<file path="config.mk">
export PLATFORM = sky130hd
export DESIGN_NAME = cohort_txn_queue_flat
export DESIGN_NICKNAME = d
export VERILOG_FILES = /design/src/rtl/cohort_txn_queue_if.sv /design/src/rtl/cohort_txn_queue.sv /design/src/flat_wrapper.sv
export SDC_FILE = /design/constraint.sdc
export NUM_CORES = 1
export LEC_CHECK = 0
export BUFFER_PORTS_ARGS = -buffer_cell sky130_fd_sc_hd__buf_4
export CORE_ASPECT_RATIO = 1.2
export CORE_MARGIN = 5
export CORE_UTILIZATION = 25
export DETAILED_ROUTE_END_ITERATION = 16
export SLEW_MARGIN = 20
export SYNTH_ARGS = -nofsm -noshare
export SYNTH_HDL_FRONTEND = slang
export SYNTH_SLANG_ARGS = --single-unit
</file>
<file path="constraint.sdc">
create_clock -name clk_i -period 10.88 [get_ports clk_i]
set_input_delay 1.632 -clock clk_i [delete_from_list [all_inputs] [get_ports clk_i]]
set_output_delay 1.632 -clock clk_i [all_outputs]
set_load 0.01 [all_outputs]
</file>
<file path="src/rtl/cohort_txn_queue_if.sv">
// Handshake bundle between the Cohort engine, the transaction queue and the memory side.
// The queue attaches through the slave modport; the producer/consumer side uses master.
interface cohort_txn_queue_if #(
  parameter int DATA_W = 64,
  parameter int ADDR_W = 40,
  parameter int DEPTH  = 4
);
  localparam int CW = $clog2(DEPTH) + 1;

  logic              flush_i;
  logic              in_valid_i;
  logic              in_ready_o;
  logic              in_type_i;
  logic [ADDR_W-1:0] in_addr_i;
  logic [2:0]        in_size_i;
  logic [DATA_W-1:0] in_data_i;
  logic              out_valid_o;
  logic              out_ready_i;
  logic              out_type_o;
  logic [ADDR_W-1:0] out_addr_o;
  logic [2:0]        out_size_o;
  logic [DATA_W-1:0] out_data_o;
  logic [CW-1:0]     count_o;
  logic              almost_full_o;
  logic              err_o;
  logic [ADDR_W-1:0] err_addr_o;
  logic              err_clr_i;

  modport slave (
    input  flush_i, in_valid_i, in_type_i, in_addr_i, in_size_i, in_data_i,
           out_ready_i, err_clr_i,
    output in_ready_o, out_valid_o, out_type_o, out_addr_o, out_size_o, out_data_o,
           count_o, almost_full_o, err_o, err_addr_o
  );

  modport master (
    output flush_i, in_valid_i, in_type_i, in_addr_i, in_size_i, in_data_i,
           out_ready_i, err_clr_i,
    input  in_ready_o, out_valid_o, out_type_o, out_addr_o, out_size_o, out_data_o,
           count_o, almost_full_o, err_o, err_addr_o
  );
endinterface

</file>
<file path="src/rtl/cohort_txn_queue.sv">
// In-order load/store buffer from the Cohort engine to memory. Misaligned or oversized
// transactions are accepted but dropped, with a sticky error and the first bad address logged.
module cohort_txn_queue #(
  parameter int DATA_W = 64,
  parameter int ADDR_W = 40,
  parameter int DEPTH  = 4,
  parameter int AF_LVL = 3
) (
  input  logic                  clk_i,
  input  logic                  rst_ni,
  cohort_txn_queue_if.slave     bus
);
  localparam int PW = $clog2(DEPTH);
  localparam int CW = PW + 1;
  localparam logic [2:0] MAXSZ = 3'($clog2(DATA_W / 8));

  logic              memType_q [DEPTH];
  logic [ADDR_W-1:0] memAddr_q [DEPTH];
  logic [2:0]        memSize_q [DEPTH];
  logic [DATA_W-1:0] memData_q [DEPTH];

  logic [PW-1:0]     rdPtr_q, rdPtr_d;
  logic [PW-1:0]     wrPtr_q, wrPtr_d;
  logic [CW-1:0]     count_q, count_d;
  logic              err_q, err_d;
  logic [ADDR_W-1:0] errAddr_q, errAddr_d;

  logic              push, pop, legal, legalPush;
  logic [ADDR_W-1:0] alignMask;

  assign alignMask = ~({ADDR_W{1'b1}} << bus.in_size_i);
  assign legal     = (bus.in_size_i <= MAXSZ) && ((bus.in_addr_i & alignMask) == '0);

  assign bus.in_ready_o  = (count_q != CW'(DEPTH)) && !bus.flush_i;
  assign bus.out_valid_o = (count_q != '0);
  assign push            = bus.in_valid_i && bus.in_ready_o;
  assign pop             = bus.out_valid_o && bus.out_ready_i;
  assign legalPush       = push && legal;

  always_comb begin
    rdPtr_d   = rdPtr_q;
    wrPtr_d   = wrPtr_q;
    count_d   = count_q;
    err_d     = err_q;
    errAddr_d = errAddr_q;
    if (bus.flush_i) begin
      count_d = '0;
      rdPtr_d = wrPtr_q;
    end else begin
      if (legalPush) wrPtr_d = wrPtr_q + PW'(1);
      if (pop)       rdPtr_d = rdPtr_q + PW'(1);
      count_d = count_q + CW'(legalPush) - CW'(pop);
    end
    // A new error beats a same-cycle clear, and then the new address is the one kept.
    if (push && !legal) begin
      err_d = 1'b1;
      if (!err_q || bus.err_clr_i) errAddr_d = bus.in_addr_i;
    end else if (bus.err_clr_i) begin
      err_d     = 1'b0;
      errAddr_d = '0;
    end
  end

  always_ff @(posedge clk_i or negedge rst_ni) begin
    if (!rst_ni) begin
      rdPtr_q   <= '0;
      wrPtr_q   <= '0;
      count_q   <= '0;
      err_q     <= 1'b0;
      errAddr_q <= '0;
    end else begin
      rdPtr_q   <= rdPtr_d;
      wrPtr_q   <= wrPtr_d;
      count_q   <= count_d;
      err_q     <= err_d;
      errAddr_q <= errAddr_d;
    end
  end

  always_ff @(posedge clk_i) begin
    if (legalPush) begin
      memType_q[wrPtr_q] <= bus.in_type_i;
      memAddr_q[wrPtr_q] <= bus.in_addr_i;
      memSize_q[wrPtr_q] <= bus.in_size_i;
      memData_q[wrPtr_q] <= bus.in_type_i ? bus.in_data_i : '0;
    end
  end

  assign bus.out_type_o    = memType_q[rdPtr_q];
  assign bus.out_addr_o    = memAddr_q[rdPtr_q];
  assign bus.out_size_o    = memSize_q[rdPtr_q];
  assign bus.out_data_o    = memData_q[rdPtr_q];
  assign bus.count_o       = count_q;
  assign bus.almost_full_o = (count_q >= CW'(AF_LVL));
  assign bus.err_o         = err_q;
  assign bus.err_addr_o    = errAddr_q;
endmodule

</file>
<file path="src/flat_wrapper.sv">
// flat-port wrapper written by rule: the top's interface ports become plain ports
module cohort_txn_queue_flat 
#(
  parameter int DATA_W = 64,
  parameter int ADDR_W = 40,
  parameter int DEPTH  = 4,
  parameter int AF_LVL = 3
)
  (clk_i, rst_ni, bus_flush_i, bus_in_valid_i, bus_in_type_i, bus_in_addr_i, bus_in_size_i, bus_in_data_i, bus_out_ready_i, bus_err_clr_i, bus_in_ready_o, bus_out_valid_o, bus_out_type_o, bus_out_addr_o, bus_out_size_o, bus_out_data_o, bus_count_o, bus_almost_full_o, bus_err_o, bus_err_addr_o);
  cohort_txn_queue_if #(.DATA_W(DATA_W), .ADDR_W(ADDR_W), .DEPTH(DEPTH)) bus_i ();
  input  logic clk_i;
  input  logic rst_ni;
  input wire logic [$bits(bus_i.flush_i)-1:0] bus_flush_i;
  input wire logic [$bits(bus_i.in_valid_i)-1:0] bus_in_valid_i;
  input wire logic [$bits(bus_i.in_type_i)-1:0] bus_in_type_i;
  input wire logic [$bits(bus_i.in_addr_i)-1:0] bus_in_addr_i;
  input wire logic [$bits(bus_i.in_size_i)-1:0] bus_in_size_i;
  input wire logic [$bits(bus_i.in_data_i)-1:0] bus_in_data_i;
  input wire logic [$bits(bus_i.out_ready_i)-1:0] bus_out_ready_i;
  input wire logic [$bits(bus_i.err_clr_i)-1:0] bus_err_clr_i;
  output wire logic [$bits(bus_i.in_ready_o)-1:0] bus_in_ready_o;
  output wire logic [$bits(bus_i.out_valid_o)-1:0] bus_out_valid_o;
  output wire logic [$bits(bus_i.out_type_o)-1:0] bus_out_type_o;
  output wire logic [$bits(bus_i.out_addr_o)-1:0] bus_out_addr_o;
  output wire logic [$bits(bus_i.out_size_o)-1:0] bus_out_size_o;
  output wire logic [$bits(bus_i.out_data_o)-1:0] bus_out_data_o;
  output wire logic [$bits(bus_i.count_o)-1:0] bus_count_o;
  output wire logic [$bits(bus_i.almost_full_o)-1:0] bus_almost_full_o;
  output wire logic [$bits(bus_i.err_o)-1:0] bus_err_o;
  output wire logic [$bits(bus_i.err_addr_o)-1:0] bus_err_addr_o;
  assign bus_i.flush_i = bus_flush_i;
  assign bus_i.in_valid_i = bus_in_valid_i;
  assign bus_i.in_type_i = bus_in_type_i;
  assign bus_i.in_addr_i = bus_in_addr_i;
  assign bus_i.in_size_i = bus_in_size_i;
  assign bus_i.in_data_i = bus_in_data_i;
  assign bus_i.out_ready_i = bus_out_ready_i;
  assign bus_i.err_clr_i = bus_err_clr_i;
  assign bus_in_ready_o = bus_i.in_ready_o;
  assign bus_out_valid_o = bus_i.out_valid_o;
  assign bus_out_type_o = bus_i.out_type_o;
  assign bus_out_addr_o = bus_i.out_addr_o;
  assign bus_out_size_o = bus_i.out_size_o;
  assign bus_out_data_o = bus_i.out_data_o;
  assign bus_count_o = bus_i.count_o;
  assign bus_almost_full_o = bus_i.almost_full_o;
  assign bus_err_o = bus_i.err_o;
  assign bus_err_addr_o = bus_i.err_addr_o;
  cohort_txn_queue #(.DATA_W(DATA_W), .ADDR_W(ADDR_W), .DEPTH(DEPTH), .AF_LVL(AF_LVL)) u_core (.clk_i(clk_i), .rst_ni(rst_ni), .bus(bus_i));
endmodule
</file>
### Word-level counts from Yosys, hierarchy flattened

Memory sizes are Yosys's and may differ from the RTL's.
Index checks and enable logic that the tools add are counted.
W data, S select, Z words.

* register bits after elaboration: 48
* memory bits (writable): 432
* bits of input ports: 114
* output and inout port bits: 155
* memories kept: 4

Memory list
* u_core.memData_q: depth 4, width 64, rd ports 1, clocked after Yosys merged registers in 0, wr ports 1, RTL line cohort_txn_queue.sv:20 `logic [DATA_W-1:0] memData_q [DEPTH];`
* u_core.memAddr_q: depth 4, width 40, rd ports 1, clocked after Yosys merged registers in 0, wr ports 1, RTL line cohort_txn_queue.sv:18 `logic [ADDR_W-1:0] memAddr_q [DEPTH];`
* u_core.memSize_q: depth 4, width 3, rd ports 1, clocked after Yosys merged registers in 0, wr ports 1, RTL line cohort_txn_queue.sv:19 `logic [2:0] memSize_q [DEPTH];`
* u_core.memType_q: depth 4, width 1, rd ports 1, clocked after Yosys merged registers in 0, wr ports 1, RTL line cohort_txn_queue.sv:17 `logic memType_q [DEPTH];`

* $add $sub $neg: 4
* order comparisons: 2
* equality and inequality tests: 2
* shifts and indexed selects: 1
* mux-type cells: 11
* bitwise logic cells: 3
* reductions and logical operators: 16

Operators with widths (number)
* $mux W40: 3
* $mux W64: 1
* $and A40 B40 Y40: 1
* $logic_not A40 Y1: 1
* $not A40 Y40: 1
* $shl A40 B3 Y40 const A: 1
* $logic_and A1 B1 Y1: 6
* $add A2 B1 Y2 const B: 2
* $mux W1: 4
* $mux W2: 2
* $reduce_and A2 Y1: 2
* $reduce_bool A2 Y1: 2
* $add A3 B1 Y3: 1
* $ge A3 B2 Y1 const B: 1
* $le A3 B2 Y1 const B: 1
* $logic_not A1 Y1: 3
* $mux W3: 1
* $ne A3 B3 Y1 const B: 1
* $reduce_bool A3 Y1: 1
* $sub A3 B1 Y3: 1
* $ne A2 B2 Y1 const B: 1
* $logic_or A1 B1 Y1: 1
* $not A1 Y1: 1

### Logic depth before layout (Yosys ltp)

* depth in word-level cells: 9
* depth in mapped cells: 8

### Worst setup path after synthesis

No wires, ideal clock.

* kind: input-to-reg
* start point: in bus_in_addr_i[2]
* end point: mem u_core.memAddr_q[0][0], enable pin
* arrival time: 5.059 ns
* required time: 10.401 ns
* path slack: 5.342 ns
* stages: 4
* cells stage by stage: a21o_1 a211o_1 nor4b_4 and2_1

* cells in the longest elaborated chain, start to end: 6

RTL lines
* from (decl): RTL line flat_wrapper.sv:16 `input wire logic [$bits(bus_i.in_addr_i)-1:0] bus_in_addr_i;`
* $and A40 B40 Y40: RTL line cohort_txn_queue.sv:32 `assign legal = (bus.in_size_i <= MAXSZ) && ((bus.in_addr_i & alignMask) == '0);`
* $logic_not A40 Y1: RTL line cohort_txn_queue.sv:32
* $logic_and A1 B1 Y1: RTL line cohort_txn_queue.sv:32
* $logic_and A1 B1 Y1: RTL line cohort_txn_queue.sv:38 `assign legalPush = push && legal;`
* $mux W1: RTL line cohort_txn_queue.sv:81 `if (legalPush) begin`
* $mux W1 (implied by the code): RTL line cohort_txn_queue.sv:83 `memAddr_q[wrPtr_q] <= bus.in_addr_i;`
* to (decl): RTL line cohort_txn_queue.sv:18

No other way between the ends.

### Worst setup path in the final report

* start point: reg u_core.rdPtr_q[0]
* end point: out bus_out_data_o[57]

* cells in the longest elaborated chain, start to end: 1

RTL lines
* from (decl): RTL line cohort_txn_queue.sv:22 `logic [PW-1:0] rdPtr_q, rdPtr_d;`
* from (signal assigned): RTL line cohort_txn_queue.sv:72 `rdPtr_q <= rdPtr_d;`
* $mem_v2 Z4 W64
* to (decl): RTL line flat_wrapper.sv:26 `output wire logic [$bits(bus_i.out_data_o)-1:0] bus_out_data_o;`

No other way between the ends.

==> flow_summary.yaml <==
status:
  status: "finished clean"
clocking:
  cts_sinks: 480
  htree_levels: 2
  hold_buffers: 0
  cts_resized: 0
  clkSlewWorstSetupHoldPaths_ns: 0.06
  cts_root_buf: "clkbuf_16"
  cts_made_buffers: 51
  cts_buffer_depth: 3
  insertion_delay_ns: 0.57
  cts_tree: "done"
  postCtsSetupBuffers: 0
finish:
  multi_input_area_um2: 3553
  antenna_cells: 0
  layout_commonest_cell: "edfxtp_1"
  fillers: 6759
  ff_latch_area_um2: 14180
  fin_nets: 1194
  drive_gt1_frac: 0.4293
  post-route-util: 0.3209
  mostFrequentLayoutCells: "edfxtp_1 (432), buf_4 (274), mux4_2 (108)"
  area_growth_syn_to_layout_pct: 27.37
power:
  pwr-share-clk: 0.338
  combPwrFrac: 0.247
  internal_power_uw: 3852
  switching_share: 0.2671
  power_density_nw_per_um2: 230.4
  peakVddDrop_v: 0.0001316
  switching_power_uw: 1404
  p_leak_uw: 0.007977
  power_frac_seq: 0.415
critical_path:
  startpoint_type: "register"
  critPathMaxStageDelay_ns: 0.84
  critPathBufInv: 2
  crit_path_end_kind: "output port"
  critPathMostFrequentCell: "buf_4"
  cp_max_fo: 42
  path_cells: "buf_4 > mux4_2 > buf_4"
  crit_cells: 3
  crit_type: "reg2out"
  crit_family: "buffers and inverters"
  required_ns: 9.25
  critPathSlowestCell: "dfrtp_4"
  r2r_cells: 5
  cp.arrival_ns: 3.09
sta:
  relSlewSlack: 0.3892
  fin_crit_sh: 0.4342
  worst_pin_slew_ns: 0.9162
  setup_tns_ns: 0
  fin_skew_ns: 0.01694
  clock.fmax_ghz: 0.2117
  rsz0062_at_grt: "false"
  slew_violations: 0
  hold_viol: 0
  setup_viol: 0
  fin_crit_ns: 4.724
logic_synthesis:
  netlist.area_leader.share: 0.7244
  yosysSeqAreaShare: 0.7914
  ys_top_cells_by_area: "edfxtp_1 (72%), mux4_2 (14%), dfrtp_1 (6.7%)"
  ys_ff_latch: 480
  syn_area_um2: 17910
  post_synth.cell_area_avg_um2: 22.93
  syn_nets: 903
  synth_warnings: 0
  syn_inst: 781
  synth_top_area_cell: "edfxtp_1"
  yosysUniqueCellTypes: 28
grt:
  overflow: 0
  grt_max_degree: 77
  first_global_vias: 9509
  grt_first_pass_wirelength_um: 61230
  antenna_found_initial: 1
  grt_use_total: 0.1048
placement:
  dp_hpwl_um: 25580
  gp_congestion: 0.6994
  port_buffers: 268
floorplan:
  core_area_um2: 71090
  rows: 107
  start_util: 0.2519
  boundaryPins: 269
  die_w_um: 254.3
  fp.dieArea_um2: 77110
  die_h_um: 303.2
flow_run:
  max_cap_viol_count: 0
routing:
  drt_iter0_drc: 480
  ant_nets: 0
  vias_per_cell: 4.307
  wire_per_inst_um: 20.34
  wl_um: 41440
  via_count: 8774
  firstDrtPassIters: 4
  drc: 0
worst_hold_path:
  whs_path_depth: 1
  hp-class: "reg2reg"
[routing by layer]
layer  vias up  routed length (um)  global-route usage
met5         -                  20                   0
met3        62                3215             0.03171
met2       281               19280              0.1630
met1      4624               18130              0.1452
li1       3805                   -                   -
met4         2                 800             0.02570
[cells by family after synthesis]
kind of cell | after synthesis | share of synthesized area
AND/OR/NAND/NOR | 84 | 0.02976
buffers and inverters | 48 | 0.01160
XOR/XNOR | 4 | 0.001957
multiplexers | 109 | 0.1367
flip-flops | 480 | 0.7914
adder cells (fa/ha/maj) | 8 | 0.006008
AO/OA/AOI/OAI | 48 | 0.02257
[final timing paths]
check | startpoint | to | slack [ns]
worst min register to register | u_core.bus.err_addr_o[32]$_DFFE_PN0P_ | u_core.bus.err_addr_o[32]$_DFFE_PN0P_ | 0.51
max in group asynchronous | rst_ni | u_core.rdPtr_q[1]$_DFFE_PN0P_ | 9.25
min in group asynchronous | rst_ni | u_core.bus.err_addr_o[21]$_DFFE_PN0P_ | 1.10
worst min-delay path | u_core.bus.err_addr_o[32]$_DFFE_PN0P_ | u_core.bus.err_addr_o[32]$_DFFE_PN0P_ | 0.51
worst max-delay path | u_core.rdPtr_q[0]$_DFFE_PN0P_ | bus_out_data_o[57] | 6.16
worst max register to register | u_core.bus.count_o[2]$_DFF_PN0_ | u_core.memData_q[0][6]$_DFFE_PP_ | 7.88
[sequential cells by signal (all words and copies together) (netlist names)]
name                   cells
u_core.memData_q         256
u_core.rdPtr_q             2
u_core.bus.err_o           1
u_core.wrPtr_q             2
u_core.memAddr_q         160
u_core.memSize_q          12
u_core.bus.err_addr_o     40
u_core.bus.count_o         3
u_core.memType_q           4
[power groups by stage]
stage / clock (uW) / sequential (uW) / combinational, uW
after floorplan: 0 / 2160 / 765
after global placement: 0 / 2220 / 1330
after detailed placement: 0 / 2220 / 1340
after CTS: 1840 / 2190 / 1340
after global routing: 1920 / 2200 / 1410
final: 1780 / 2180 / 1300
[layout make-up]
class	count	share of cell area
Clock buffer	71	0.06423
Clock inverter	21	0.01157
Inverter	7	0.001152
Multi-Input combinational cell	253	0.1558
Sequential cell	480	0.6217
Tap cell	926	0.05079
Timing Repair Buffer	279	0.09478
[cells in the mapped netlist (all sizes together)]
cell,count
xnor2,2
a211o,1
o31a,1
o21ai,3
nand2,6
fa,1
buf,23
a31oi,1
ha,7
xor2,2
or3,1
o21a,1
a22o,40
a21o,1
nor2,3
mux2,1
clkbuf,18
nor2b,1
nand2b,1
edfxtp,432
nor3b,2
and2,68
and3,1
inv,7
nor4b,1
mux4,108
dfrtp,48
[metrics by stage]
step                instance area, um2  hold slack [ns]  instances  power, uW  setup WS (ns)
finish                           22810           0.5083       2037       5256          6.156
global route                     22810           0.5200       2037       5522          5.848
CTS                              22810           0.5102       2037       5370          5.950
detailed placement               21080           0.4934       1945       3562          6.099
global placement                 20990           0.4892       1942       3548          5.831
floorplan                        17910           0.5072        781       2929          5.342
(Power assumes the default switching activity.)
